`src/rtl/coeff_dequantizer.sv`:
```
// Three-stage pipelined fixed-point to IEEE-754 single converter: value = (-)q / 2^SHIFT.
// Define DEQUANTIZER_NEG_EN for the negated (encoder inverse) form; default is +q / 2^SHIFT.
module coeff_dequantizer #(
   parameter int unsigned SHIFT = 10
) (
   input  logic        iClock,
   input  logic        iReset,
   input  logic        iEnable,
   input  logic        iValid,
   input  logic [3:0]  iM,
   input  logic [14:0] iQuantizedCoeff,
   output logic [31:0] oFloatCoeff,
   output logic        oValid,
   output logic [3:0]  oM
);

   logic [15:0] ext_w;
   logic [15:0] signed_w;
   logic        sign_w;
   logic [14:0] mag_w;
   logic        zero_w;

   logic        s1_sign, s1_zero;
   logic [14:0] s1_mag;
   logic        s2_sign, s2_zero;
   logic [14:0] s2_mag;
   logic [3:0]  s2_lead;
   logic [3:0]  lead_w;
   logic [7:0]  exp_w;
   logic [22:0] mant_w;
   logic [31:0] packed_w;

   logic [2:0]  vld_pipe;
   logic [3:0]  m1, m2;

   // 16-bit signed intermediate so -(-16384) stays representable
   always_comb begin
      ext_w = {iQuantizedCoeff[14], iQuantizedCoeff};
`ifdef DEQUANTIZER_NEG_EN
      signed_w = 16'(-ext_w);
`else
      signed_w = ext_w;
`endif
      sign_w = signed_w[15];
      mag_w  = sign_w ? 15'(~signed_w[14:0] + 15'd1) : signed_w[14:0];
      zero_w = (iQuantizedCoeff == '0);
   end

   always_comb begin
      lead_w = '0;
      for (int unsigned i = 0; i < 15; i++) begin
         if (s1_mag[i]) lead_w = 4'(i);
      end
   end

   always_comb begin
      exp_w    = 8'(32'd127 + 32'(s2_lead) - SHIFT);
      mant_w   = 23'({9'd0, s2_mag} << (5'd23 - 5'(s2_lead)));
      packed_w = s2_zero ? '0 : {s2_sign, exp_w, mant_w};
   end

   always_ff @(posedge iClock) begin
      if (iReset) begin
         s1_sign     <= 1'b0;
         s1_zero     <= 1'b0;
         s1_mag      <= '0;
         s2_sign     <= 1'b0;
         s2_zero     <= 1'b0;
         s2_mag      <= '0;
         s2_lead     <= '0;
         oFloatCoeff <= '0;
         vld_pipe    <= '0;
         m1          <= '0;
         m2          <= '0;
         oM          <= '0;
      end else if (iEnable) begin
         s1_sign     <= sign_w;
         s1_zero     <= zero_w;
         s1_mag      <= mag_w;
         s2_sign     <= s1_sign;
         s2_zero     <= s1_zero;
         s2_mag      <= s1_mag;
         s2_lead     <= lead_w;
         oFloatCoeff <= packed_w;
         vld_pipe    <= {vld_pipe[1:0], iValid};
         m1          <= iM;
         m2          <= m1;
         oM          <= m2;
      end
   end

   assign oValid = vld_pipe[2];

endmodule

```
`config.mk`:
```
export PLATFORM = sky130hd
export DESIGN_NAME = coeff_dequantizer
export DESIGN_NICKNAME = d
export VERILOG_FILES = /design/src/rtl/coeff_dequantizer.sv
export SDC_FILE = /design/constraint.sdc
export NUM_CORES = 1
export LEC_CHECK = 0
export CAP_MARGIN = 30
export CORE_ASPECT_RATIO = 1.25
export CORE_UTILIZATION = 35
export CTS_CLUSTER_DIAMETER = 60
export CTS_CLUSTER_SIZE = 10
export DETAILED_ROUTE_END_ITERATION = 10
export PLACE_DENSITY = 0.58
export SKIP_CTS_REPAIR_TIMING = 1
export SYNTH_ARGS = -nofsm -noshare
export SYNTH_HDL_FRONTEND = slang
export SYNTH_SLANG_ARGS = --single-unit
```
`constraint.sdc`:
```
create_clock -name iClock -period 1.9 [get_ports iClock]
set_clock_uncertainty 0.15 [all_clocks]
set_input_delay 0.285 -clock iClock [delete_from_list [all_inputs] [get_ports iClock]]
set_output_delay 0.285 -clock iClock [all_outputs]
set_load 0.01 [all_outputs]
```
==> flow_summary.json <==
{
  "place.gp.congestion": 0.812,
  "die-area_sq_um": 11000,
  "status": "complete, no violations",
  "syn_area_sq_um": 3700,
  "synth.area.top_cells": "dfxtp_1 (45%), mux2i_1 (12%), nor2_1 (6.0%)",
  "setup_viol": 0,
  "grt_pass1_wl_um": 13100,
  "io_pins": 60,
  "drcViolationCount": 0,
  "start_util_pct": 36.3,
  "synth_seq_cells": 84,
  "nFillCells": 972,
  "synthArstFlopShare_pct": 0,
  "clk_path_buf_depth": 2,
  "core-area_sq_um": 10200,
  "dp_hpwl_um": 5810,
  "synth_edf_count": 0,
  "tightest_slew_ns": 0.568,
  "area_growth_pct": 35.4,
  "worstPathRequired_ns": 2.00,
  "ff_latch_area_sq_um": 1680,
  "critical_path_arrival_ns": 1.96,
  "powerDensity_nw_per_um2": 884,
  "avgSynthCellArea_sq_um": 9.40,
  "synth.largest_area_cell": "dfxtp_1",
  "vias_per_cell": 4.94,
  "period_needed_ns": 1.86,
  "worstSetupEndpointType": "register",
  "firstDrtPassIters": 5,
  "drive_gt1_share_pct": 16.5,
  "setup_tns_ns": 0,
  "htree_levels": 3,
  "clk_pin_slew_ns": 0.06,
  "cts_buffers": 9,
  "clk_latency_ns": 0.34,
  "reg2reg_slack_ns": 0.09,
  "hold-worst-slack_ns": 0.200,
  "synth_cells": 394,
  "fp.dieW_um": 94.0,
  "clock_sinks": 84,
  "post-route-util_pct": 49.1,
  "vias": 3002,
  "grtUsageTotal_pct": 15.3,
  "drt-initial-drc-count": 137,
  "synth_top_area_share_pct": 45.4,
  "maxCapViolations": 0,
  "detail-route-antenna-nets": 0,
  "period_share_pct": 97.8,
  "dp_cells": 592,
  "leakagePower_nw": 2.00,
  "max_slew_margin_pct": 62.1,
  "syn_nets": 420,
  "nets": 501,
  "grt_pass1_vias": 2835,
  "rows": 41,
  "rsz0062_at_grt": "no",
  "path_class": "primary input to register",
  "cp_max_fo": 2,
  "cts_tree": "built",
  "hold_violations": 0,
  "die_y_um": 117,
  "antenna_found_initial": 0,
  "cts-root-buf": "clkbuf_16",
  "diodes": 0,
  "max_freq_mhz": 538,
  "port_buffers": 59,
  "ys_seq_area_share_pct": 45.4,
  "wirelength_um": 7950,
  "multi_input_area_sq_um": 1910,
  "hold_class": "primary input to register",
  "worst_setup_path_start_kind": "primary input",
  "slew_viol_final": 0,
  "stdcell_count": 608,
  "ys.flop_type": "dfxtp_1",
  "overflow": 0,
  "post_drt_wl_per_cell_um": 13.1,
  "yosys_warnings": 0,
  "grt_max_degree": 58,
  "vdd_drop_max_mv": 0.422,
  "yosysUniqueCellTypes": 47
}
## state kept, by name, summed over array words and instances (netlist names)
register	flops
m1	4
m2	4
oFloatCoeff	31
oM	4
s1_mag	15
s1_sign	1
s1_zero	1
s2_lead	4
s2_mag	15
s2_sign	1
s2_zero	1
vld_pipe	3
## logic make-up (layout without fill, tap and decap cells)
| kind of cell | after synthesis | after routing | synth area share [%] |
|---|---|---|---|
| AND/OR/NAND/NOR | 125 | 125 | 15.6 |
| adder cells (fa/ha/maj) | 3 | 3 | 1.01 |
| buffers and inverters | 36 | 121 | 3.88 |
| multiplexers | 54 | 54 | 16.1 |
| XOR/XNOR | 13 | 13 | 3.07 |
| flip-flops | 84 | 84 | 45.4 |
| AO/OA/AOI/OAI | 79 | 79 | 14.9 |
## power by group
part | internal [mW] | switching, mW
clock network | 1.28 | 0.682
registers | 1.84 | 0.0731
logic | 0.292 | 0.270
total | 3.41 | 1.03
## Yosys cell counts, drive strengths merged (7+ instances only)
cell and count:
clkbuf 17, and2 8, inv 10, nand2 32, nor2 59, buf 9
xor2 12, nand2b 7, o21ai 23, dfxtp 84, a211oi 16, mux2i 45
a21oi 10
## through the flow
stage | power, mW | setup slack (ns) | cell area [sq um]
2_1_floorplan | 2.27 | 0.0322 | 3700
3_3_place_gp | 2.50 | -0.427 | 4640
3_5_place_dp | 2.51 | -0.460 | 4640
4_1_cts | 4.48 | -0.105 | 4980
5_1_grt | 4.62 | 0.0151 | 5020
6_report | 4.44 | 0.0415 | 5020
## path summary, 6_finish.rpt
check / startpoint / end / depth (start not counted)
max: iQuantizedCoeff[13] / s1_mag[14] / 4
min: iQuantizedCoeff[0] / s1_mag[0] / 4
max reg2reg: s2_lead[1] / oFloatCoeff[20] / 7
min reg2reg: oFloatCoeff[15] / oFloatCoeff[15] / 2
## critical path, stage by stage
cell and delay, ns:
clkdlybuf4s50_1 0.42, or4b_2 0.64, or4_4 0.52, o32ai_2 0.10
## area by class of cell
| cell class | instances | area share (%) |
|---|---|---|
| clock buffer | 9 | 4.49 |
| clock inverter | 6 | 2.24 |
| inverter | 10 | 0.748 |
| multi-input combinational | 274 | 38.0 |
| sequential | 84 | 33.5 |
| tap | 129 | 3.22 |
| timing repair buffer | 96 | 17.8 |
## routing by layer
metal	GRT usage, %	up-vias	part of all wire (%)
li1	-	1554	-
met1	18.3	1367	46
met2	25.8	65	48
met3	2.65	16	3.3
met4	9.13	0	2.8
met5	0	-	0
## cells in the final DEF, fill, tap and decap left out, drive strengths merged, types with 4 or more instances in the layout
| cell type | count |
|---|---|
| a21oi | 10 |
| inv | 11 |
| clkbuf | 9 |
| buf | 39 |
| mux4 | 4 |
| nand2 | 32 |
| nand2b | 7 |
| xor2 | 12 |
| o31ai | 4 |
| o21ai | 23 |
| dfxtp | 84 |
| mux2 | 5 |
| nand3 | 4 |
| a22o | 5 |
| a211oi | 16 |
| and2 | 8 |
| o221ai | 4 |
| clkdlybuf4s50 | 54 |
| mux2i | 45 |
| nor2 | 59 |
Power figures use the tool's default switching activity.
